`src/rtl/cus19_dmem_arbiter_pkg.sv`:
```
// Shared widths, FSM states and owner IDs for the data memory arbiter.
// No ports; imported by the interface, the address generator and the top.
package cus19_dmem_arbiter_pkg;
  localparam int DM_ADDR_W = 19;
  localparam int DATA_W    = 8;
  localparam int LEN_W     = 4;

  typedef enum logic {
    ST_IDLE,
    ST_BURST
  } state_t;

  typedef enum logic {
    OWN_CPU,
    OWN_CRY
  } owner_t;
endpackage

```
`src/rtl/cus19_dmem_arbiter_if.sv`:
```
// Bundle of CPU, crypto and data memory signals around the arbiter.
// slave = arbiter view; master = environment view (CPU, crypto, memory).
interface cus19_dmem_arbiter_if;
  import cus19_dmem_arbiter_pkg::*;

  logic                 cpu_req_in;
  logic                 cpu_we_in;
  logic [DM_ADDR_W-1:0] cpu_addr_in;
  logic [DATA_W-1:0]    cpu_wr_data_in;
  logic                 cpu_gnt_out;
  logic                 cpu_rvalid_out;
  logic [DATA_W-1:0]    cpu_rd_data_out;

  logic                 cry_req_in;
  logic                 cry_we_in;
  logic [DM_ADDR_W-1:0] cry_addr_in;
  logic [LEN_W-1:0]     cry_len_in;
  logic [DATA_W-1:0]    cry_wr_data_in;
  logic                 cry_gnt_out;
  logic                 cry_beat_out;
  logic [LEN_W-1:0]     cry_beat_idx_out;
  logic                 cry_rvalid_out;
  logic [DATA_W-1:0]    cry_rd_data_out;
  logic                 cry_done_out;

  logic                 dm_en_out;
  logic                 dm_we_out;
  logic [DM_ADDR_W-1:0] dm_addr_out;
  logic [DATA_W-1:0]    dm_wr_data_out;
  logic [DATA_W-1:0]    dm_rd_data_in;

  modport slave (
    input  cpu_req_in, cpu_we_in, cpu_addr_in,
    input  cpu_wr_data_in,
    output cpu_gnt_out, cpu_rvalid_out,
    output cpu_rd_data_out,
    input  cry_req_in, cry_we_in, cry_addr_in,
    input  cry_len_in, cry_wr_data_in,
    output cry_gnt_out, cry_beat_out,
    output cry_beat_idx_out, cry_rvalid_out,
    output cry_rd_data_out, cry_done_out,
    output dm_en_out, dm_we_out, dm_addr_out,
    output dm_wr_data_out,
    input  dm_rd_data_in
  );

  modport master (
    output cpu_req_in, cpu_we_in, cpu_addr_in,
    output cpu_wr_data_in,
    input  cpu_gnt_out, cpu_rvalid_out,
    input  cpu_rd_data_out,
    output cry_req_in, cry_we_in, cry_addr_in,
    output cry_len_in, cry_wr_data_in,
    input  cry_gnt_out, cry_beat_out,
    input  cry_beat_idx_out, cry_rvalid_out,
    input  cry_rd_data_out, cry_done_out,
    input  dm_en_out, dm_we_out, dm_addr_out,
    input  dm_wr_data_out,
    output dm_rd_data_in
  );
endinterface

```
`src/rtl/cus19_dmem_arbiter_agen.sv`:
```
// Crypto burst address generator: captures base/len/dir at grant, counts beats.
// Ports: clk/rst, load (grant), adv (burst beat), base/len/we in; idx/addr/last/dir out.
module cus19_dmem_arbiter_agen
  import cus19_dmem_arbiter_pkg::*;
(
  input  logic                 clk,
  input  logic                 rst,
  input  logic                 load,
  input  logic                 adv,
  input  logic [DM_ADDR_W-1:0] base,
  input  logic [LEN_W-1:0]     len,
  input  logic                 we,
  output logic [LEN_W-1:0]     idx,
  output logic [DM_ADDR_W-1:0] addr,
  output logic                 last,
  output logic                 dir
);
  logic [DM_ADDR_W-1:0] base_q;
  logic [LEN_W-1:0]     len_q;
  logic [LEN_W-1:0]     cnt_q;
  logic                 we_q;

  // Beat 0 goes out at grant time, so the counter starts at 1.
  always_ff @(posedge clk) begin
    if (rst) begin
      base_q <= '0;
      len_q  <= '0;
      cnt_q  <= '0;
      we_q   <= 1'b0;
    end else if (load) begin
      base_q <= base;
      len_q  <= len;
      cnt_q  <= LEN_W'(1);
      we_q   <= we;
    end else if (adv) begin
      cnt_q  <= cnt_q + LEN_W'(1);
    end
  end

  // Adder is DM_ADDR_W wide, so the top of memory wraps to 0.
  assign idx  = cnt_q;
  assign addr = base_q + DM_ADDR_W'(cnt_q);
  assign last = (cnt_q == len_q);
  assign dir  = we_q;
endmodule

```
`src/rtl/cus19_dmem_arbiter.sv`:
```
// Arbitrates the single-port data memory between CPU bytes and crypto bursts.
// Ports: clk_in, rst_in (sync, active high), bus (CPU, crypto, memory sides).
module cus19_dmem_arbiter
  import cus19_dmem_arbiter_pkg::*;
(
  input  logic               clk_in,
  input  logic               rst_in,
  cus19_dmem_arbiter_if.slave bus
);
  state_t state_q, state_n;
  owner_t own_q, own_n;

  logic cpu_rv_q, cry_rv_q, done_q;

  logic                 cpu_gnt, cry_gnt, beat;
  logic [LEN_W-1:0]     idx;
  logic                 en, we;
  logic [DM_ADDR_W-1:0] addr;
  logic [DATA_W-1:0]    wdata;
  logic                 load, adv, last_beat;

  logic [LEN_W-1:0]     ag_idx;
  logic [DM_ADDR_W-1:0] ag_addr;
  logic                 ag_last, ag_dir;

  cus19_dmem_arbiter_agen u_agen (
    .clk  (clk_in),
    .rst  (rst_in),
    .load (load),
    .adv  (adv),
    .base (bus.cry_addr_in),
    .len  (bus.cry_len_in),
    .we   (bus.cry_we_in),
    .idx  (ag_idx),
    .addr (ag_addr),
    .last (ag_last),
    .dir  (ag_dir)
  );

  always_ff @(posedge clk_in) begin
    if (rst_in) begin
      state_q  <= ST_IDLE;
      own_q    <= OWN_CRY;
      cpu_rv_q <= 1'b0;
      cry_rv_q <= 1'b0;
      done_q   <= 1'b0;
    end else begin
      state_q  <= state_n;
      own_q    <= own_n;
      cpu_rv_q <= cpu_gnt & ~we;
      cry_rv_q <= beat & ~we;
      done_q   <= beat & last_beat;
    end
  end

  always_comb begin
    state_n   = state_q;
    own_n     = own_q;
    cpu_gnt   = 1'b0;
    cry_gnt   = 1'b0;
    beat      = 1'b0;
    idx       = '0;
    en        = 1'b0;
    we        = 1'b0;
    addr      = '0;
    wdata     = '0;
    load      = 1'b0;
    adv       = 1'b0;
    last_beat = 1'b0;
    // Nothing is issued while reset is held.
    if (!rst_in) begin
      unique case (state_q)
        ST_IDLE: begin
          // On a tie, the requester that did not own the last grant wins.
          cpu_gnt = bus.cpu_req_in &
                    (~bus.cry_req_in | (own_q == OWN_CRY));
          cry_gnt = bus.cry_req_in & ~cpu_gnt;
          if (cpu_gnt) begin
            own_n = OWN_CPU;
            en    = 1'b1;
            we    = bus.cpu_we_in;
            addr  = bus.cpu_addr_in;
            wdata = bus.cpu_wr_data_in;
          end else if (cry_gnt) begin
            own_n     = OWN_CRY;
            beat      = 1'b1;
            load      = 1'b1;
            en        = 1'b1;
            we        = bus.cry_we_in;
            addr      = bus.cry_addr_in;
            wdata     = bus.cry_wr_data_in;
            last_beat = (bus.cry_len_in == '0);
            if (!last_beat) state_n = ST_BURST;
          end
        end
        ST_BURST: begin
          beat      = 1'b1;
          adv       = 1'b1;
          idx       = ag_idx;
          en        = 1'b1;
          we        = ag_dir;
          addr      = ag_addr;
          wdata     = bus.cry_wr_data_in;
          last_beat = ag_last;
          if (ag_last) state_n = ST_IDLE;
        end
        default: state_n = ST_IDLE;
      endcase
    end
  end

  assign bus.cpu_gnt_out      = cpu_gnt;
  assign bus.cpu_rvalid_out   = cpu_rv_q;
  assign bus.cpu_rd_data_out  = cpu_rv_q ? bus.dm_rd_data_in : '0;
  assign bus.cry_gnt_out      = cry_gnt;
  assign bus.cry_beat_out     = beat;
  assign bus.cry_beat_idx_out = idx;
  assign bus.cry_rvalid_out   = cry_rv_q;
  assign bus.cry_rd_data_out  = cry_rv_q ? bus.dm_rd_data_in : '0;
  assign bus.cry_done_out     = done_q;
  assign bus.dm_en_out        = en;
  assign bus.dm_we_out        = we;
  assign bus.dm_addr_out      = addr;
  assign bus.dm_wr_data_out   = wdata;
endmodule
```
`src/flat_wrapper.sv`:
```
// flat-port wrapper written by rule: the top's interface ports become plain ports
module cus19_dmem_arbiter_flat import cus19_dmem_arbiter_pkg::*;
  (clk_in, rst_in, bus_cpu_req_in, bus_cpu_we_in, bus_cpu_addr_in, bus_cpu_wr_data_in, bus_cpu_gnt_out, bus_cpu_rvalid_out, bus_cpu_rd_data_out, bus_cry_req_in, bus_cry_we_in, bus_cry_addr_in, bus_cry_len_in, bus_cry_wr_data_in, bus_cry_gnt_out, bus_cry_beat_out, bus_cry_beat_idx_out, bus_cry_rvalid_out, bus_cry_rd_data_out, bus_cry_done_out, bus_dm_en_out, bus_dm_we_out, bus_dm_addr_out, bus_dm_wr_data_out, bus_dm_rd_data_in);
  cus19_dmem_arbiter_if bus_i ();
  input  logic clk_in;
  input  logic rst_in;
  input wire logic [$bits(bus_i.cpu_req_in)-1:0] bus_cpu_req_in;
  input wire logic [$bits(bus_i.cpu_we_in)-1:0] bus_cpu_we_in;
  input wire logic [$bits(bus_i.cpu_addr_in)-1:0] bus_cpu_addr_in;
  input wire logic [$bits(bus_i.cpu_wr_data_in)-1:0] bus_cpu_wr_data_in;
  output wire logic [$bits(bus_i.cpu_gnt_out)-1:0] bus_cpu_gnt_out;
  output wire logic [$bits(bus_i.cpu_rvalid_out)-1:0] bus_cpu_rvalid_out;
  output wire logic [$bits(bus_i.cpu_rd_data_out)-1:0] bus_cpu_rd_data_out;
  input wire logic [$bits(bus_i.cry_req_in)-1:0] bus_cry_req_in;
  input wire logic [$bits(bus_i.cry_we_in)-1:0] bus_cry_we_in;
  input wire logic [$bits(bus_i.cry_addr_in)-1:0] bus_cry_addr_in;
  input wire logic [$bits(bus_i.cry_len_in)-1:0] bus_cry_len_in;
  input wire logic [$bits(bus_i.cry_wr_data_in)-1:0] bus_cry_wr_data_in;
  output wire logic [$bits(bus_i.cry_gnt_out)-1:0] bus_cry_gnt_out;
  output wire logic [$bits(bus_i.cry_beat_out)-1:0] bus_cry_beat_out;
  output wire logic [$bits(bus_i.cry_beat_idx_out)-1:0] bus_cry_beat_idx_out;
  output wire logic [$bits(bus_i.cry_rvalid_out)-1:0] bus_cry_rvalid_out;
  output wire logic [$bits(bus_i.cry_rd_data_out)-1:0] bus_cry_rd_data_out;
  output wire logic [$bits(bus_i.cry_done_out)-1:0] bus_cry_done_out;
  output wire logic [$bits(bus_i.dm_en_out)-1:0] bus_dm_en_out;
  output wire logic [$bits(bus_i.dm_we_out)-1:0] bus_dm_we_out;
  output wire logic [$bits(bus_i.dm_addr_out)-1:0] bus_dm_addr_out;
  output wire logic [$bits(bus_i.dm_wr_data_out)-1:0] bus_dm_wr_data_out;
  input wire logic [$bits(bus_i.dm_rd_data_in)-1:0] bus_dm_rd_data_in;
  assign bus_i.cpu_req_in = bus_cpu_req_in;
  assign bus_i.cpu_we_in = bus_cpu_we_in;
  assign bus_i.cpu_addr_in = bus_cpu_addr_in;
  assign bus_i.cpu_wr_data_in = bus_cpu_wr_data_in;
  assign bus_cpu_gnt_out = bus_i.cpu_gnt_out;
  assign bus_cpu_rvalid_out = bus_i.cpu_rvalid_out;
  assign bus_cpu_rd_data_out = bus_i.cpu_rd_data_out;
  assign bus_i.cry_req_in = bus_cry_req_in;
  assign bus_i.cry_we_in = bus_cry_we_in;
  assign bus_i.cry_addr_in = bus_cry_addr_in;
  assign bus_i.cry_len_in = bus_cry_len_in;
  assign bus_i.cry_wr_data_in = bus_cry_wr_data_in;
  assign bus_cry_gnt_out = bus_i.cry_gnt_out;
  assign bus_cry_beat_out = bus_i.cry_beat_out;
  assign bus_cry_beat_idx_out = bus_i.cry_beat_idx_out;
  assign bus_cry_rvalid_out = bus_i.cry_rvalid_out;
  assign bus_cry_rd_data_out = bus_i.cry_rd_data_out;
  assign bus_cry_done_out = bus_i.cry_done_out;
  assign bus_dm_en_out = bus_i.dm_en_out;
  assign bus_dm_we_out = bus_i.dm_we_out;
  assign bus_dm_addr_out = bus_i.dm_addr_out;
  assign bus_dm_wr_data_out = bus_i.dm_wr_data_out;
  assign bus_i.dm_rd_data_in = bus_dm_rd_data_in;
  cus19_dmem_arbiter u_core (.clk_in(clk_in), .rst_in(rst_in), .bus(bus_i));
endmodule
```
`config.mk`:
```
export PLATFORM = sky130hd
export DESIGN_NAME = cus19_dmem_arbiter_flat
export DESIGN_NICKNAME = d
export VERILOG_FILES = /design/src/rtl/cus19_dmem_arbiter_pkg.sv /design/src/rtl/cus19_dmem_arbiter_if.sv /design/src/rtl/cus19_dmem_arbiter_agen.sv /design/src/rtl/cus19_dmem_arbiter.sv /design/src/flat_wrapper.sv
export SDC_FILE = /design/constraint.sdc
export NUM_CORES = 1
export LEC_CHECK = 0
export ABC_AREA = 0
export BUFFER_PORTS_ARGS = -buffer_cell sky130_fd_sc_hd__buf_2
export CAP_MARGIN = 30
export CORE_UTILIZATION = 34
export CTS_BUF_LIST = sky130_fd_sc_hd__clkbuf_16
export DETAILED_ROUTE_END_ITERATION = 8
export HOLD_SLACK_MARGIN = 0.12
export PLACE_DENSITY = 0.65
export SLEW_MARGIN = 10
export SYNTH_ARGS = -nofsm -noshare
export SYNTH_HDL_FRONTEND = slang
export SYNTH_SLANG_ARGS = --single-unit
export TNS_END_PERCENT = 30
```
`constraint.sdc`:
```
create_clock -name clk_in -period 2.1 [get_ports clk_in]
set_input_delay 0.21 -clock clk_in [delete_from_list [all_inputs] [get_ports clk_in]]
set_output_delay 0.21 -clock clk_in [all_outputs]
set_load 0.02 [all_outputs]
```
# Word level (Yosys, flattened, before mapping)
# Index checks and enable logic that the tools add are counted.
# classes
addsub	2
multipliers	0
n_div	0
magnitude_cmp	0
n_eq_ne	1
shifts	0
mux	44
n_bitwise	10
reduce_logical	5
# op_table
operator	n
two-way mux 19 bit	3
two-way mux 8 bit	5
case mux 19 bit (2 select lines)	1
two-way mux 1 bit	27
adder 19 x 4 -> 19 bit	1
case mux 8 bit (2 select lines)	1
case mux 1 bit (2 select lines)	5
two-way mux 4 bit	2
bitwise AND 1 bit	5
adder 4 x 1 -> 4 bit, second input constant	1
equality test 4 bit	1
zero test 4 bit	1
NOT 1 bit	4
nonzero test 2 bit	2
AND reduction 2 bit	1
OR reduction 2 bit	1
OR 1 bit	1
# word_totals
regBits	33
latchBits	0
ramBits	0
rom_bits	0
out_inout_bits	55
word_cells	72
mem_count	0

# Logic depth before layout (Yosys ltp)
# Gate-level depths: netlist (run 1).
# logic_depth
depth_word	11
ltp_mapped	7
ltp_nobuf	6

# Modules after synthesis
# Synthesis (run 1) repeated with hierarchy kept, for this count alone.
# hier_totals
cells_unflattened	261
hier_area_um2	2298.5
# by_module_without_submodules
mod	n_inst	cells_per_inst	area_each_um2	seq_area_each_um2
cus19_dmem_arbiter_agen	1	157	1452.6	560.5
cus19_dmem_arbiter	1	104	845.8	100.1

# Worst setup path before layout (run 1)
# OpenSTA, ideal clock, no wires.
# synth_path
path_kind	flip-flop to output port
from	register u_core.u_agen.cnt_q[0] (netlist: u_core.u_agen.idx[0])
to	output bus_dm_addr_out[16]
arrival_time_ns	2.533
path_slack_ns	-0.643
stages_incl_launch_ff	8
path_buffers	1
cell_sequence	dfxtp_1 ha_1 fa_1 a211oi_1 or4_1 clkbuf_2 o21ai_0 a311oi_1
# synth_via
elab_chain_len	3
# synth_lines
element	line_no	rtl
from (decl)	cus19_dmem_arbiter_agen.sv:20	logic [LEN_W-1:0] cnt_q;
from (signal assigned)	cus19_dmem_arbiter_agen.sv:36	cnt_q <= cnt_q + LEN_W'(1);
adder 19 x 4 -> 19 bit	cus19_dmem_arbiter_agen.sv:42	assign addr = base_q + DM_ADDR_W'(cnt_q);
case mux 19 bit (2 select lines)	cus19_dmem_arbiter.sv:72	unique case (state_q)
two-way mux 19 bit	cus19_dmem_arbiter.sv:71	if (!rst_in) begin
to (decl)	flat_wrapper.sv:27	output wire logic [$bits(bus_i.dm_addr_out)-1:0] bus_dm_addr_out;
# Every way passes these cells.

# Worst setup path in the final report (run 1)
# layout_path
from	register u_core.u_agen.base_q[0]
to	output bus_dm_addr_out[18]
# layout_via
elab_chain_len	3
# layout_lines
element	line_no	rtl
from (decl)	cus19_dmem_arbiter_agen.sv:18	logic [DM_ADDR_W-1:0] base_q;
from (signal assigned)	cus19_dmem_arbiter_agen.sv:31	base_q <= base;
adder 19 x 4 -> 19 bit	cus19_dmem_arbiter_agen.sv:42	
case mux 19 bit (2 select lines)	cus19_dmem_arbiter.sv:72	
two-way mux 19 bit	cus19_dmem_arbiter.sv:71	
# Every way passes these cells.

==> results.yml, run 1 <==
outcome:
  status: "complete, but fails checks"
  failed_checks: "setup timing"
routing:
  via_count: 3041
  drc: 0
  postRouteAntennaNets: 0
  wire_per_inst_um: 14.1
  drt-pass1-iter-count: 4
  viasPerCell: 5.23
  first_iter_violations: 162
  drt-total-wl_um: 8220
power_and_ir_drop:
  total_leakage_power_nw: 1.71
  cellPowerDensity_mw_per_mm2: 555
  peakVddDrop_mv: 0.287
  finalPower_mw: 2.08
sta:
  worstMarginPinSlew_ps: 498
  slew_viol_final: 0
  period_share: 1.22
  hold-worst-slack_ps: 177
  period_needed_ps: 2550
  slew_headroom: 0.668
  hold_viol: 0
  finalSetupViolCount: 15
  rsz0062_at_grt: "yes"
  finalWorstSetupSlack_ps: -453
  skew_ps: 4.84
  fmax_ghz: 0.392
finish:
  mostFrequentLayoutCells: "buf_2 (114), nand2_1 (61), buf_4 (48)"
  fin_nets: 562
  insertedDiodeCount: 0
  layout-drive-gt1-share: 0.425
  final_common_cell: "buf_2"
  instances_no_fill: 581
  postLayoutCoreUtil: 0.549
  syn_to_final_growth_pct: 55.7
  fill_cells: 682
synth:
  yosysSeqAreaShare: 0.274
  ys_seq_elements: 33
  synth_edf_count: 0
  synth_area_leaders: "dfxtp_1 (27%), nand2_1 (9.7%), and2_1 (5.5%)"
  async_reset_ff_frac: 0
  synth_fp_nets: 409
  synth_warnings: 0
  synthFlopType: "dfxtp_1"
  syn_area_mm2: 0.00241
  yosysUniqueCellTypes: 51
  yosys.area.top_type_share: 0.274
  syn_area_per_cell_um2: 7.28
  yosysTopAreaCell: "dfxtp_1"
  synthCells: 331
global_routing:
  grt_pass1_vias: 2686
  grtUsageTotal: 0.223
  grt_overflow: 0
  grt_pass1_wl_um: 13000
  grt_max_degree: 26
  grt_antenna_before_repair: 0
placement:
  place.gp.congestion: 0.835
  hpwlAfterDp_um: 6280
  place_ws_ps: -352
  dp.cells: 567
  port_buffers: 126
job:
  drv_cap: 0
floorplanning:
  rows: 30
  fp.dieW_um: 86.2
  die_h_um: 86.2
  ioPinCount: 127
  start_util: 0.353
  die-area_mm2: 0.00743
  core-area_mm2: 0.00683
clock_network:
  cts_tree: "done"
  tritoncts.num_buffers: 5
  htree_levels: 2
  worstSkewPairLatency_ps: 280
  clk_path_buf_depth: 2
  clkTransAtPathRegs_ps: 50
  clkSinkCount: 33
  ctsRootBufferMaster: "clkbuf_16"
hold_path:
  hold_path_class: "in2reg"
setup_path:
  required_ps: 1890
  cp_max_fo: 5
  critPathCaptureType: "primary output"
  startpoint_type: "flop"
  worstSetupPathType: "reg2out"
  critPathArrivalTime_ps: 2340
-- registers in the layout, indices dropped and copies added, names as in the netlist --
register / count
u_core.u_agen.len_q: 4
u_core.bus.cpu_rvalid_out: 1
u_core.bus.cry_done_out: 1
u_core.bus.cry_rvalid_out: 1
u_core.state_q: 1
u_core.u_agen.idx: 4
u_core.u_agen.base_q: 19
u_core.u_agen.dir: 1
u_core.own_q: 1
-- layout make-up --
cell class / instances / area (um^2) / area share
multi-input combinational: 264 / 1760 / 0.468
timing repair buffer: 171 / 1030 / 0.275
sequential: 33 / 672 / 0.179
clock buffer: 5 / 125 / 0.0333
tap: 96 / 120 / 0.0320
inverter: 9 / 33.8 / 0.00900
clock inverter: 3 / 13.8 / 0.00367
-- Yosys cell counts, types with 4 or more instances --
| cell type | instances |
|---|---|
| xnor2_1 | 7 |
| nand2_1 | 62 |
| nor2_1 | 10 |
| dfxtp_1 | 33 |
| nor4_1 | 6 |
| o211ai_1 | 11 |
| inv_1 | 6 |
| or4_1 | 5 |
| nand4_1 | 4 |
| nand3_1 | 17 |
| a311oi_1 | 8 |
| ha_1 | 5 |
| a221oi_1 | 5 |
| o21ai_0 | 4 |
| a21boi_0 | 4 |
| o31a_1 | 5 |
| nor3_1 | 8 |
| and2_1 | 21 |
| a31oi_1 | 9 |
| a21oi_1 | 26 |
| clkbuf_1 | 21 |
| a22o_1 | 8 |
-- critical path, stage by stage, from the launching register on --
cell	delay, ps
dfxtp_2	350
ha_4	140
fa_2	230
a211oi_4	70
or4_4	510
buf_6	150
o31a_1	230
o31a_1	260
buf_6	140
-- worst paths after layout --
kind | from | to | slack, ps | depth (start not counted)
hold reg to reg | u_core.u_agen.base_q[3]$_SDFFE_PP0P_ | u_core.u_agen.base_q[3]$_SDFFE_PP0P_ | 460 | 2
setup / recovery | u_core.u_agen.base_q[0]$_SDFFE_PP0P_ | bus_dm_addr_out[18] | -450 | 8
hold / removal | bus_cry_addr_in[0] | u_core.u_agen.base_q[0]$_SDFFE_PP0P_ | 180 | 3
setup reg to reg | u_core.state_q$_SDFF_PP0_ | u_core.u_agen.idx[3]$_SDFFE_PP0P_ | 530 | 5
-- cell families after synthesis --
group,after synthesis,synth area share
buffers and inverters,34,0.0540
adders and majority gates,6,0.0343
AOI/OAI and AO/OA,101,0.298
xor gates and xnor gates,10,0.0363
muxes,1,0.00415
and+or+nand+nor,146,0.300
DFF,33,0.274
-- power by group --
part           switching [mW]  internal [mW]  total (mW)
clock                   0.277          0.430       0.707
sequential             0.0347          0.667       0.702
combinational           0.382          0.293       0.675
total                   0.693           1.39        2.08
-- routing by layer --
layer	share of wire	up-vias	routed length [um]	GRT usage
li1	-	1521	-	-
met1	0.45	1380	3710	0.291
met2	0.46	132	3810	0.380
met3	0.076	8	627	0.0362
met4	0.0088	0	72	0.0621
met5	0	-	0	0
-- per-stage QoR --
step / cell area (um^2) / setup TNS (ps)
5_1_grt: 3750 / -6970
4_1_cts: 3720 / -5030
6_report: 3750 / -5380
3_5_place_dp: 3440 / -1890
3_3_place_gp: 3440 / -1380
2_1_floorplan: 2500 / -1600
-- timing repair --
item | 4_1_cts | 5_1_grt
pin swaps | 8 | 3
cloned | 0 | 0
hold endpoints to repair | 1 | 0
setup buffers | 3 | 2
setup endpoints to repair | 24 | 26
gates resized for setup | 32 | 4
hold buffers | 1 | 0
No activity file was read; power rests on OpenSTA's default activity.
==> run 2: changes to the inputs <==
--- a/config.mk
+++ b/config.mk
@@ -12,7 +12,7 @@
 export CTS_BUF_LIST = sky130_fd_sc_hd__clkbuf_16
 export DETAILED_ROUTE_END_ITERATION = 8
 export HOLD_SLACK_MARGIN = 0.12
-export PLACE_DENSITY = 0.65
+export PLACE_DENSITY = 0.62
 export SLEW_MARGIN = 10
 export SYNTH_ARGS = -nofsm -noshare
 export SYNTH_HDL_FRONTEND = slang
==> constraint.sdc (replaced) <==
create_clock -name clk_in -period 2.9 [get_ports clk_in]
set_input_delay 0.29 -clock clk_in [delete_from_list [all_inputs] [get_ports clk_in]]
set_output_delay 0.29 -clock clk_in [all_outputs]
set_load 0.02 [all_outputs]
==> results.yml, run 2 (synthesis results as in run 1) <==
outcome:
  status: "complete, no violations"
placement:
  port_buffers: 126
  place_ws_ps: 315
  hpwlAfterDp_um: 6400
  dp.cells: 545
  place.gp.congestion: 0.829
finish:
  largest_register_ffs: 19
  largest_register: "u_core.u_agen.base_q"
  fin_nets: 534
  mostFrequentLayoutCells: "buf_2 (126), nand2_1 (62), dfxtp_1 (32)"
  insertedDiodeCount: 0
  layout-drive-gt1-share: 0.348
  final_common_cell: "buf_2"
  instances_no_fill: 553
  syn_to_final_growth_pct: 38.7
setup_path:
  startpoint_type: "flop"
  cp_num_buf_inv: 1
  critPathArrivalTime_ps: 2490
  critPathTopFamily: "simple AND/OR/NAND/NOR gates"
  cp_slowest_cell: "or4_4"
  required_ps: 2610
  cpPeakStageDelay_ps: 540
  cp_max_fo: 6
  worstSetupPathType: "reg2out"
  critPathCaptureType: "primary output"
  cp_cell_sequence: "ha_1, fa_2, a211oi_2, or4_4, or3_1, a311oi_1, buf_2"
floorplanning:
  die-area_mm2: 0.00743
  core-area_mm2: 0.00683
  rows: 30
  start_util: 0.353
  die_h_um: 86.2
  ioPinCount: 127
  fp.dieW_um: 86.2
global_routing:
  grt_max_degree: 30
  grt_pass1_wl_um: 13300
  grtUsageTotal: 0.233
  grt_antenna_before_repair: 0
  grt_overflow: 0
  grt_pass1_vias: 2677
sta:
  skew_ps: 3.10
  period_needed_ps: 2780
  rsz0062_at_grt: "no"
  slew_headroom: 0.644
  fmax_ghz: 0.360
  hold_viol: 0
  hold-worst-slack_ps: 182
  slew_viol_final: 0
  period_share: 0.957
  finalSetupViolCount: 0
  worstMarginPinSlew_ps: 531
  finalSetupTns_ps: 0
  finalWorstSetupSlack_ps: 124
power_and_ir_drop:
  netSwitchingFraction: 0.338
  peakVddDrop_mv: 0.194
  total_leakage_power_nw: 1.53
  clock_power_share: 0.351
  power.switching_uw: 492
  finalPower_mw: 1.45
  p_seq_frac: 0.351
  cellPowerDensity_mw_per_mm2: 435
  p_comb_frac: 0.298
  intPower_uw: 962
clock_network:
  tritoncts.num_buffers: 5
  clkTransAtPathRegs_ps: 50
  clkSinkCount: 33
  cts_tree: "done"
  post-cts-setup-buffers: 0
  ctsRootBufferMaster: "clkbuf_16"
  htree_levels: 2
  worstSkewPairLatency_ps: 280
  clk_path_buf_depth: 2
routing:
  first_iter_violations: 148
  postRouteAntennaNets: 0
  drt-total-wl_um: 8690
  viasPerCell: 5.41
  via_count: 2992
  wire_per_inst_um: 15.7
  drc: 0
  drt-pass1-iter-count: 4
hold_path:
  hold_path_class: "in2reg"
job:
  drv_cap: 0
==> run 2: cell count changes in the layout (fill, tap and decap cells not counted), sizes merged <==
cell         delta
buf            -27
inv             -1
dlygate4sd3     -1
clkinv          +1
==> run 2: power by group through the flow <==
stage / Clock [mW] / Combinational (mW) / Sequential [mW]
after floorplan: 0 / 0.259 / 0.517
after global placement: 0 / 0.430 / 0.518
after detailed placement: 0 / 0.433 / 0.520
after CTS: 0.519 / 0.434 / 0.510
after global routing: 0.534 / 0.473 / 0.515
final: 0.510 / 0.433 / 0.511
==> run 2: worst paths after layout <==
kind                                   startpoint                                   end  slack (ps)  cells after the start
min                                 bus_cpu_we_in  u_core.bus.cpu_rvalid_out$_SDFF_PP0_         180                      2
min reg2reg  u_core.u_agen.base_q[2]$_SDFFE_PP0P_  u_core.u_agen.base_q[2]$_SDFFE_PP0P_         470                      2
max          u_core.u_agen.base_q[0]$_SDFFE_PP0P_                   bus_dm_addr_out[16]         120                      7
max reg2reg             u_core.own_q$_SDFFE_PP1P_  u_core.bus.cry_rvalid_out$_SDFF_PP0_        1230                      5
==> run 2: what timing repair did <==
| item | 4_1_cts | 5_1_grt |
|---|---|---|
| gates resized for setup | 1 | 4 |
| endpoints found under the setup margin | 1 | 3 |
| hold buffers | 0 | 0 |
| pin swaps | 0 | 1 |
| gates cloned | 0 | 0 |
==> run 2: area by class of cell <==
class                   instances  area [um^2]
clock inverters                 3         12.5
inverters                       9         33.8
clock buffers                   5          125
repair buffers                143          758
fillers                       714         3490
well taps                      96          120
flip-flops and latches         33          662
multi-input cells             264         1630
==> run 2: routing by layer <==
| layer | wire [um] | vias up | GRT usage |
|---|---|---|---|
| met5 | 0 | - | 0 |
| met4 | 93 | 0 | 0.0667 |
| met3 | 575 | 10 | 0.0467 |
| met2 | 4130 | 117 | 0.410 |
| met1 | 3900 | 1393 | 0.287 |
| li1 | - | 1472 | - |
==> run 2: stage by stage <==
stage,util,instance area [um^2]
after detailed placement,0.467,3190
after global placement,0.467,3190
after floorplan,-,2410
final,0.489,3340
after CTS,0.488,3330
after global routing,0.489,3340
==> run 3: changes to the inputs <==
--- a/config.mk
+++ b/config.mk
@@ -8,11 +8,13 @@
 export ABC_AREA = 0
 export BUFFER_PORTS_ARGS = -buffer_cell sky130_fd_sc_hd__buf_2
 export CAP_MARGIN = 30
-export CORE_UTILIZATION = 34
+export CELL_PAD_IN_SITES_DETAIL_PLACEMENT = 2
+export CELL_PAD_IN_SITES_GLOBAL_PLACEMENT = 2
+export CORE_UTILIZATION = 23
 export CTS_BUF_LIST = sky130_fd_sc_hd__clkbuf_16
 export DETAILED_ROUTE_END_ITERATION = 8
 export HOLD_SLACK_MARGIN = 0.12
-export PLACE_DENSITY = 0.62
+export PLACE_DENSITY = 0.79
 export SLEW_MARGIN = 10
 export SYNTH_ARGS = -nofsm -noshare
 export SYNTH_HDL_FRONTEND = slang
==> results.yml, run 3 (synthesis results as in run 1) <==
outcome:
  status: "complete, no violations"
setup_path:
  worstSetupPathType: "reg2out"
  cp_max_fo: 3
  critPathCaptureType: "primary output"
  cpPeakStageDelay_ps: 500
  cp_cell_sequence: "ha_2, fa_2, a211oi_2, or4_4, or3_1, a311oi_2, buf_2"
  ff2ff_setup_slack_ps: 1150
  critPathArrivalTime_ps: 2540
  cp_num_buf_inv: 1
  cp_slowest_cell: "or4_4"
  startpoint_type: "flop"
  critPathTopFamily: "simple AND/OR/NAND/NOR gates"
  required_ps: 2610
global_routing:
  grt_overflow: 0
  grt_pass1_wl_um: 17900
  grt_max_degree: 34
  grt_antenna_before_repair: 0
  grt_pass1_vias: 3263
  grtUsageTotal: 0.208
routing:
  highest_layer: "met4"
  drt-pass1-iter-count: 4
  wire_per_inst_um: 19.2
  drc: 0
  drt-total-wl_um: 11400
  m1WireLength_um: 4680
  via_count: 3156
  postRouteAntennaNets: 0
  met2_length_um: 5820
  first_iter_violations: 112
  viasPerCell: 5.31
  dr_wl_met3_um: 736
sta:
  finalSetupViolCount: 0
  hold_viol: 0
  finalWorstSetupSlack_ps: 67.0
  skew_ps: 6.66
  period_needed_ps: 2830
  worstMarginPinSlew_ps: 645
  fmax_ghz: 0.353
  period_share: 0.977
  slew_viol_final: 0
  hold-worst-slack_ps: 187
  slew_headroom: 0.570
job:
  drv_cap: 0
power_and_ir_drop:
  total_leakage_power_nw: 1.54
  finalPower_mw: 1.57
  cellPowerDensity_mw_per_mm2: 456
  peakVddDrop_mv: 0.178
finish:
  instances_no_fill: 594
  layout-drive-gt1-share: 0.354
  stdcell_area_mm2: 0.00343
  insertedDiodeCount: 0
  final_common_cell: "buf_2"
  largest_register_ffs: 19
  fin_nets: 535
  syn_to_final_growth_pct: 42.5
  fill_cells: 1234
  mostFrequentLayoutCells: "buf_2 (126), nand2_1 (62), dfxtp_1 (33)"
  largest_register: "u_core.u_agen.base_q"
placement:
  post_dp_cell_area_mm2: 0.00325
  place.gp.congestion: 0.823
  place_ws_ps: 338
  dp.cells: 586
  hpwlAfterDp_um: 8290
  port_buffers: 126
clock_network:
  cts_tree: "done"
  ctsRootBufferMaster: "clkbuf_16"
  clkSinkCount: 33
  worstSkewPairLatency_ps: 280
  clkTransAtPathRegs_ps: 50
  tritoncts.num_buffers: 5
  htree_levels: 2
  clk_path_buf_depth: 2
floorplanning:
  rows: 37
  fp.dieW_um: 104
  die_h_um: 104
  core-area_mm2: 0.0102
  start_util: 0.236
  ioPinCount: 127
  die-area_mm2: 0.0109
hold_path:
  hold_path_class: "in2reg"
run 3: cell count changes in the layout (fill, tap and decap cells not counted), sizes merged:
cell,previous run,this run
bufinv,0,1
clkinv,6,4
buf,143,144
inv,6,7
run 3: final cells by class:
cell class	instances	area, um^2	share of cell area
tap	136	170	0.0495
clock inverter	3	37.5	0.0109
timing repair buffer	144	766	0.223
sequential	33	661	0.192
multi-input combinational	264	1640	0.478
clock buffer	5	125	0.0364
inverter	9	33.8	0.00984
run 3: per-layer routing:
layer / vias to the layer above / track usage
met5: - / 0
met4: 0 / 0.0480
met3: 15 / 0.0451
met2: 134 / 0.381
met1: 1538 / 0.245
li1: 1469 / -
run 3: timing repair:
action | CTS | global route
hold buffers | 0 | 0
resized for setup | 2 | 4
buffers inserted | 0 | 0
endpoints found under the setup margin | 1 | 2
run 3: report_power, final:
part           total, mW  internal, mW  switching, mW
Sequential         0.512         0.482         0.0303
Clock              0.598         0.399          0.199
Combinational      0.458         0.171          0.287
run 3: final timing paths:
kind,from,end,depth (start not counted)
worst max-delay path,u_core.u_agen.base_q[0]$_SDFFE_PP0P_,bus_dm_addr_out[16],7
worst min-delay path,bus_cpu_we_in,u_core.bus.cpu_rvalid_out$_SDFF_PP0_,2
worst max register to register,u_core.own_q$_SDFFE_PP1P_,u_core.bus.cry_rvalid_out$_SDFF_PP0_,5
worst min register to register,u_core.u_agen.base_q[2]$_SDFFE_PP0P_,u_core.u_agen.base_q[2]$_SDFFE_PP0P_,2
run 3: through the flow:
| stage | TNS [ps] | utilization |
|---|---|---|
| after CTS | 0 | 0.334 |
| after detailed placement | 0 | 0.318 |
| after global placement | 0 | 0.318 |
| final | 0 | 0.336 |
| after floorplan | 0 | - |
| after global routing | -31.4 | 0.336 |
